==> src/rtl/wb_pkg.sv <==
// Shared types and constants for the writeback unit.
//   XLEN     : datapath width
//   REG_AW   : register address width
//   wb_req_t : one pending register write {rd, data}
//   is_x0()  : true when a destination is the hard-wired zero register
package wb_pkg;

  localparam int XLEN   = 32;
  localparam int REG_AW = 5;

  typedef struct packed {
    logic [REG_AW-1:0] rd;
    logic [XLEN-1:0]   data;
  } wb_req_t;

  function automatic logic is_x0(input logic [REG_AW-1:0] rd);
    return (rd == '0);
  endfunction

endpackage

==> src/rtl/wb_fifo.sv <==
// Small synchronous FIFO holding load responses waiting for the write port.
// Ports:
//   clk, rst_n           : clock, asynchronous active-low reset
//   push, push_data      : enqueue one entry (caller guarantees !full)
//   pop                  : dequeue the head (caller guarantees !empty)
//   full, empty          : occupancy flags
//   head                 : current head entry, valid while !empty
// DEPTH must be a power of two so the pointers wrap naturally.
module wb_fifo
  import wb_pkg::*;
#(
  parameter int DEPTH = 2
) (
  input  logic    clk,
  input  logic    rst_n,
  input  logic    push,
  input  wb_req_t push_data,
  input  logic    pop,
  output logic    full,
  output logic    empty,
  output wb_req_t head
);

  localparam int AW = $clog2(DEPTH);
  localparam int CW = AW + 1;
  localparam logic [CW-1:0] FULL_CNT = CW'(DEPTH);

  logic [AW-1:0] wr_ptr_q, wr_ptr_d;
  logic [AW-1:0] rd_ptr_q, rd_ptr_d;
  logic [CW-1:0] count_q, count_d;
  wb_req_t       mem_q [DEPTH];

  always_comb begin
    wr_ptr_d = wr_ptr_q + AW'(push);
    rd_ptr_d = rd_ptr_q + AW'(pop);
    count_d  = count_q + CW'(push) - CW'(pop);
  end

  // NOTE: sequential state uses non-blocking assignments so every flop samples
  // the pre-edge value of its inputs regardless of statement order.
  always_ff @(posedge clk or negedge rst_n) begin
    if (!rst_n) begin
      wr_ptr_q <= '0;
      rd_ptr_q <= '0;
      count_q  <= '0;
    end else begin
      wr_ptr_q <= wr_ptr_d;
      rd_ptr_q <= rd_ptr_d;
      count_q  <= count_d;
    end
  end

  // NOTE: the storage array has no reset; the pointers and count define which
  // entries are meaningful, so stale contents are never observed.
  always_ff @(posedge clk) begin
    if (push) mem_q[wr_ptr_q] <= push_data;
  end

  assign full  = (count_q == FULL_CNT);
  assign empty = (count_q == '0);
  assign head  = mem_q[rd_ptr_q];

endmodule

==> src/rtl/writeback_unit.sv <==
// Writeback unit: merges ALU results and load responses into the single
// register-file write port, and tracks registers with outstanding loads.
// Ports:
//   issue_valid/issue_is_load/issue_rd, rs1, rs2 : instruction being issued
//   hazard, busy                                 : stall request, scoreboard
//   alu_valid/alu_ready/alu_rd/alu_data          : ALU result handshake
//   ld_valid/ld_ready/ld_rd/ld_data              : load response handshake
//   rf_we/rf_ad/rf_wd                            : registered write port
// Build option: define WB_LOAD_BYPASS_EN to let a load arriving at an empty
// buffer go straight to the write port (1-cycle latency). Without it every
// load is buffered first (at least 2-cycle latency).
module writeback_unit
  import wb_pkg::*;
#(
  parameter int XLEN     = wb_pkg::XLEN,
  parameter int NREG     = 32,
  parameter int LQ_DEPTH = 2
) (
  input  logic            clk,
  input  logic            rst_n,
  input  logic            issue_valid,
  input  logic            issue_is_load,
  input  logic [4:0]      issue_rd,
  input  logic [4:0]      rs1,
  input  logic [4:0]      rs2,
  output logic            hazard,
  output logic [NREG-1:0] busy,
  input  logic            alu_valid,
  output logic            alu_ready,
  input  logic [4:0]      alu_rd,
  input  logic [XLEN-1:0] alu_data,
  input  logic            ld_valid,
  output logic            ld_ready,
  input  logic [4:0]      ld_rd,
  input  logic [XLEN-1:0] ld_data,
  output logic            rf_we,
  output logic [4:0]      rf_ad,
  output logic [XLEN-1:0] rf_wd
);

  logic    fifo_full, fifo_empty, push, pop, bypass;
  wb_req_t fifo_head, ld_req, alu_req, sel_req;
  logic    sel_valid, sel_is_ld;

  logic            rf_we_q, rf_we_d;
  logic [4:0]      rf_ad_q, rf_ad_d;
  logic [XLEN-1:0] rf_wd_q, rf_wd_d;
  logic            wr_is_ld_q, wr_is_ld_d;
  logic [NREG-1:0] busy_q, busy_d;

  assign ld_req  = '{rd: ld_rd, data: ld_data};
  assign alu_req = '{rd: alu_rd, data: alu_data};

`ifdef WB_LOAD_BYPASS_EN
  // An empty buffer means ld_ready is high, so ld_valid alone is a handshake.
  assign bypass = fifo_empty & ld_valid;
`else
  assign bypass = 1'b0;
`endif

  assign ld_ready  = !fifo_full;
  assign alu_ready = fifo_empty & !bypass;
  assign push      = ld_valid & ld_ready & !bypass;
  assign pop       = !fifo_empty;

  wb_fifo #(.DEPTH(LQ_DEPTH)) u_lq (
    .clk       (clk),
    .rst_n     (rst_n),
    .push      (push),
    .push_data (ld_req),
    .pop       (pop),
    .full      (fifo_full),
    .empty     (fifo_empty),
    .head      (fifo_head)
  );

  // Fixed priority: buffered load, then bypassed load, then ALU result.
  always_comb begin
    // NOTE: every output of this block gets a default first so no path leaves
    // a variable unassigned, which would infer a latch.
    sel_valid = 1'b0;
    sel_is_ld = 1'b0;
    sel_req   = alu_req;
    if (!fifo_empty) begin
      sel_valid = 1'b1;
      sel_is_ld = 1'b1;
      sel_req   = fifo_head;
    end else if (bypass) begin
      sel_valid = 1'b1;
      sel_is_ld = 1'b1;
      sel_req   = ld_req;
    end else if (alu_valid) begin
      sel_valid = 1'b1;
    end
  end

  // Writes to x0 are consumed but never reach the register file.
  always_comb begin
    rf_we_d    = sel_valid & !is_x0(sel_req.rd);
    rf_ad_d    = sel_valid ? sel_req.rd   : rf_ad_q;
    rf_wd_d    = sel_valid ? sel_req.data : rf_wd_q;
    wr_is_ld_d = sel_valid & sel_is_ld;
  end

  // Scoreboard: the clear is applied first so a same-cycle set wins.
  always_comb begin
    busy_d = busy_q;
    if (rf_we_q && wr_is_ld_q) busy_d[rf_ad_q] = 1'b0;
    if (issue_valid && issue_is_load && !is_x0(issue_rd)) busy_d[issue_rd] = 1'b1;
    busy_d[0] = 1'b0;
  end

  always_ff @(posedge clk or negedge rst_n) begin
    if (!rst_n) begin
      rf_we_q    <= 1'b0;
      rf_ad_q    <= '0;
      rf_wd_q    <= '0;
      wr_is_ld_q <= 1'b0;
      busy_q     <= '0;
    end else begin
      rf_we_q    <= rf_we_d;
      rf_ad_q    <= rf_ad_d;
      rf_wd_q    <= rf_wd_d;
      wr_is_ld_q <= wr_is_ld_d;
      busy_q     <= busy_d;
    end
  end

  assign hazard = busy_q[rs1] | busy_q[rs2] | (issue_valid & busy_q[issue_rd]);
  assign busy   = busy_q;
  assign rf_we  = rf_we_q;
  assign rf_ad  = rf_ad_q;
  assign rf_wd  = rf_wd_q;

endmodule
==> config.mk <==
export PLATFORM = sky130hd
export DESIGN_NAME = writeback_unit
export DESIGN_NICKNAME = d
export VERILOG_FILES = /design/src/rtl/wb_pkg.sv /design/src/rtl/wb_fifo.sv /design/src/rtl/writeback_unit.sv
export SDC_FILE = /design/constraint.sdc
export NUM_CORES = 1
export LEC_CHECK = 0
export BUFFER_PORTS_ARGS = -buffer_cell sky130_fd_sc_hd__buf_2
export CAP_MARGIN = 10
export CORE_ASPECT_RATIO = 1.75
export CORE_UTILIZATION = 30
export DETAILED_ROUTE_END_ITERATION = 10
export PLACE_DENSITY_LB_ADDON = 0.12
export SYNTH_ARGS = -nofsm -noshare
export SYNTH_HDL_FRONTEND = slang
export SYNTH_HIERARCHICAL = 1
export SYNTH_SLANG_ARGS = --single-unit
==> constraint.sdc <==
create_clock -name clk -period 6.5 [get_ports clk]
set_input_delay 1.3 -clock clk [delete_from_list [all_inputs] [get_ports clk]]
set_output_delay 1.3 -clock clk [all_outputs]
set_load 0.02 [all_outputs]
## Yosys cells after proc, flatten, opt, wreduce, memory -nomap -nowiden

Memories as Yosys holds them, arrays and structs flattened.
Index checks and enable logic that the tools add are counted.
Widths: inputs -> output; s select.

| cells by class | value |
|---|---|
| add/sub/neg operators | 4 |
| order comparisons | 6 |
| eq/ne operators | 1 |
| multiplexer cells | 18 |
| bitwise operators | 9 |
| reductions and logical operators | 12 |

Operators with widths:

| kind | count |
|---|---|
| $mux 32 | 2 |
| $mux 37 | 1 |
| $and 32x32->32 | 1 |
| $not 32->32 | 1 |
| $or 32x32->32 | 1 |
| $lt 5x6->1 const B | 4 |
| $bmux 1 s5 | 3 |
| $demux 1 s5 | 2 |
| $ge 5x1->1 const B | 2 |
| $logic_not 5->1 | 2 |
| $mux 1 | 10 |
| $logic_and 1x1->1 | 5 |
| $and 1x1->1 | 4 |
| $logic_not 1->1 | 4 |
| $add 1x1->1 | 2 |
| $add 2x1->2 | 1 |
| $eq 2x2->1 const B | 1 |
| $logic_not 2->1 | 1 |
| $or 1x1->1 | 2 |
| $sub 2x1->2 | 1 |

| storage, ports and cells | value |
|---|---|
| register bits | 74 |
| RAM bits | 74 |
| bits of input ports | 95 |
| output and inout port bits | 73 |
| logic and storage cells | 59 |
| memories | 1 |

Memories:

| memory | depth | width | rd ports | clocked after memory_dff | wr ports | line | text |
|---|---|---|---|---|---|---|---|
| u_lq.mem_q | 2 | 37 | 1 | 0 | 1 | wb_fifo.sv:31 | `wb_req_t mem_q [DEPTH];` |

## Longest topological paths before layout

| logic depth | value |
|---|---|
| word-level depth | 9 |
| mapped depth | 9 |
| mapped depth without buffers | 6 |

## Cells and area by module

Netlist, hierarchy kept.

Modules (own cells, without submodules):

| module | instances | cells an instance | area an instance (µm²) | seq. area each (µm²) |
|---|---|---|---|---|
| writeback_unit | 1 | 400 | 4016.4 | 1751.7 |
| wb_fifo | 1 | 131 | 2960.3 | 2322.2 |

## Worst setup path after synthesis

Ideal clock, no wire load.

| timing | value |
|---|---|
| kind | input to output |
| start point | in issue_rd[2] |
| end point | out hazard |
| arrival | 2668 ps |
| required time | 5200 ps |
| setup slack | 2532 ps |
| stages | 5 |
| path through | clkbuf_1 -> mux4_2 -> nand2b_1 -> a211oi_1 -> nand3_1 |

| on the way | value |
|---|---|
| word-level cells in the longest chain between the ends | 4 |

RTL lines:

| what | line | text |
|---|---|---|
| start, declared | writeback_unit.sv:23 | `input logic [4:0] issue_rd,` |
| $bmux 1 s5 | writeback_unit.sv:129 | `assign hazard = busy_q[rs1] \| busy_q[rs2] \| (issue_valid & busy_q[issue_rd]);` |
| $mux 1 (not written as such) | writeback_unit.sv:129 |  |
| $and 1x1->1 | writeback_unit.sv:129 |  |
| $or 1x1->1 | writeback_unit.sv:129 |  |
| end, declared | writeback_unit.sv:26 | `output logic hazard,` |

Every way passes these cells. The select of a mux whose other input is x is not followed.

## Final worst setup path

| timing | value |
|---|---|
| start point | in issue_rd[1] |
| end point | out hazard |

The elaborated chain is that of the path after synthesis.

==> impl_metrics.tcl <==
set metrics [dict create \
    status "finished, final reports clean" \
    antenna_found_initial 0 \
    hold_class "reg2reg" \
    whs_endpoint "rf_wd[29]" \
    grt_pass1_vias 5190 \
    synth-compound-area-share 0.0868 \
    skew_ps 9.75 \
    start_kind "primary input" \
    r2r_cells 7 \
    dp_hpwl_mm 14.3 \
    drt_iter0_drc 230 \
    power.density_mw_per_mm2 487 \
    rsz0062_at_grt "no" \
    use_met2 0.321 \
    final_core_util 0.378 \
    synth_seq_cells 148 \
    peakVddDrop_mv 0.254 \
    synth_area_sq_mm 0.00698 \
    post_dp_cell_area_sq_mm 0.00804 \
    clock.fmax_ghz 0.237 \
    min_from "rf_wd[29]" \
    synth_top_family_by_area "multiplexers" \
    hold_buffers 0 \
    syn_nets 630 \
    die_w_um 117 \
    synth_xor_area_frac 0.00466 \
    place_congestion 0.959 \
    dieArea_sq_mm 0.0239 \
    drv_slew 0 \
    setup_tns_ps 0 \
    drive_gt1_frac 0.369 \
    synth_fa_ha_area_frac 0.00717 \
    fp-row-count 73 \
    via_count 5023 \
    overflow 0 \
    core_sq_mm 0.0227 \
    yosysWarnings 6 \
    final_area_sq_mm 0.00859 \
    crit_required_ps 5200 \
    path_class "in2out" \
    worstMarginPinSlew_ps 1020 \
    path_max_fanout 16 \
    clk_latency_ps 420 \
    wirelength_mm 20.0 \
    vias_per_cell 5.01 \
    grt.busiest_layer "met2" \
    drv_cap 0 \
    slew_headroom 0.319 \
    grtUsageMet3 0.0467 \
    finalCritPeriodShare 0.650 \
    ant_nets 0 \
    grtUsageTotal 0.175 \
    met1_usage 0.174 \
    cts.sinks 148 \
    fin_cells 1002 \
    r2r-end "rf_we" \
    drc 0 \
    htree_levels 4 \
    cts_buffers 17 \
    arrival_ps 2930 \
    synthArstFlopShare 0.500 \
    nNetsFinal 787 \
    ios 168 \
    synth_edf_count 74 \
    syn_avg_cell_area_sq_um 13.1 \
    port_buffers 166 \
    endpoint_kind "primary output" \
    grt_pass1_wl_mm 29.8 \
    r2r_slack_ps 4200 \
    ctsResizeCount 0 \
    n_fill_cell 2244 \
    initial_core_util 0.307 \
    synth-simple-area-share 0.0861 \
    die_height_um 204 \
    synth_mux_area_frac 0.201 \
    p_leak_nw 3.59 \
    reg2reg_from "u_lq/rd_ptr_q" \
    cts.path.max_buffers 2 \
    firstDrtPassIters 4 \
    cts.clk_slew.worst_paths_ps 60 \
    holdPathStages 2 \
    dp_cells 969 \
    final_hold_viol_count 0 \
    clockRootBuffer "clkbuf_16" \
    syn_to_final_growth_pct 23.2 \
    cts_tree "done" \
    setup_viol 0 \
    period_needed_ps 4230 \
    yosysSeqAreaShare 0.584 \
    syn_inst 531 \
    synthDistinctLibCells 50 \
    ys.flop_type "edfxtp_1" \
    power_w 0.00419 \
    wl_per_cell_um 19.9 \
    cts_setup_buffers 0 \
    grt_max_degree 80 \
]
[through the flow]
step,hold WS [ps],setup WS (ps)
2_1_floorplan,580,2530
3_3_place_gp,556,2250
3_5_place_dp,561,2280
4_1_cts,578,2270
5_1_grt,618,2160
6_report,577,2270
[kinds of logic (layout without fill, tap and decap cells)]
group           count (synthesis)  count (layout)
compound gates                115             115
xor+xnor                        2               2
fa+ha+maj                       4               4
buf+inv                        40             210
flops                         148             148
mux                           107             107
other cells                     1               2
simple gates                  114             114
[routing by layer]
| layer | part of all wire | routed length [um] | vias to the layer above |
|---|---|---|---|
| li1 | - | - | 2304 |
| met1 | 0.35 | 6950 | 2463 |
| met2 | 0.55 | 11000 | 220 |
| met3 | 0.063 | 1260 | 36 |
| met4 | 0.039 | 778 | 0 |
| met5 | 0 | 0 | - |
[registers in the layout (all words and copies together), names as in the netlist]
signal / count
wr_is_ld_q: 1
u_lq/wr_ptr_q: 1
rf_wd: 32
u_lq/rd_ptr_q: 1
u_lq/mem_q: 74
busy: 31
rf_we: 1
u_lq/count_q: 2
rf_ad: 5
[layout by cell type, fill, tap and decap left out, types with 3 or more instances in the layout]
| cell type | instances |
|---|---|
| a21oi_1 | 39 |
| buf_2 | 165 |
| buf_4 | 4 |
| clkbuf_1 | 3 |
| clkbuf_16 | 17 |
| clkinv_2 | 3 |
| clkinvlp_4 | 3 |
| dfrtp_1 | 73 |
| edfxtp_1 | 74 |
| inv_1 | 9 |
| mux2_2 | 23 |
| mux2_4 | 20 |
| mux2i_1 | 49 |
| mux4_1 | 3 |
| mux4_2 | 12 |
| nand2_1 | 15 |
| nand2b_1 | 4 |
| nand3_1 | 7 |
| nand3b_1 | 6 |
| nand4_1 | 3 |
| nand4b_1 | 3 |
| nor2_1 | 43 |
| nor2b_1 | 9 |
| nor4_1 | 4 |
| nor4b_1 | 3 |
| o21ai_0 | 64 |
[worst max-delay path by stage]
stage	from	end	slack [ps]	cells past startpoint
2_1_floorplan	issue_rd[2]	hazard	2530	5
3_3_place_gp	issue_rd[1]	hazard	2250	7
3_5_place_dp	issue_rd[1]	hazard	2280	7
4_1_cts	issue_rd[1]	hazard	2270	7
5_1_grt	issue_rd[1]	hazard	2160	7
6_report	issue_rd[1]	hazard	2270	7
[worst max-delay path, stage by stage]
cell,delay [ps]
buf_2,300
mux4_2,540
mux2i_1,130
nor3_1,70
nor4_1,300
nand3_1,110
buf_2,170
[synthesized netlist by cell type (6+ instances only)]
cell type,instances,share of area
dfrtp_1,74,0.27
edfxtp_1,74,0.32
o21ai_0,64,0.046
mux2i_1,49,0.070
nor2_1,44,0.024
a21oi_1,39,0.028
mux2_2,23,0.037
mux2_4,20,0.043
nand2_1,15,0.0081
clkbuf_1,13,0.0070
mux4_2,12,0.039
buf_2,10,0.0072
inv_1,9,0.0048
nor2b_1,9,0.0081
nand3_1,7,0.0050
buf_6,6,0.0097
nand3b_1,6,0.0065
[power by group]
part	total, W	internal [W]	switching, W	leakage [nW]
combinational	0.00157	0.000646	0.000923	1.79
clock	0.000907	0.000542	0.000366	0.261
sequential	0.00171	0.00135	0.000360	1.54
total	0.00419	0.00254	0.00165	3.59
[final cells by class]
| class | instances | area (sq um) | share of cell area |
|---|---|---|---|
| multi-input combinational | 343 | 2700 | 0.315 |
| clock buffer | 22 | 464 | 0.0540 |
| tap | 300 | 375 | 0.0437 |
| antenna | 1 | 2.50 | 0.000291 |
| clock inverter | 10 | 83.8 | 0.00975 |
| inverter | 9 | 33.8 | 0.00393 |
| sequential | 148 | 4080 | 0.474 |
| timing repair buffer | 169 | 856 | 0.0996 |
Power figures use the tool's default switching activity.
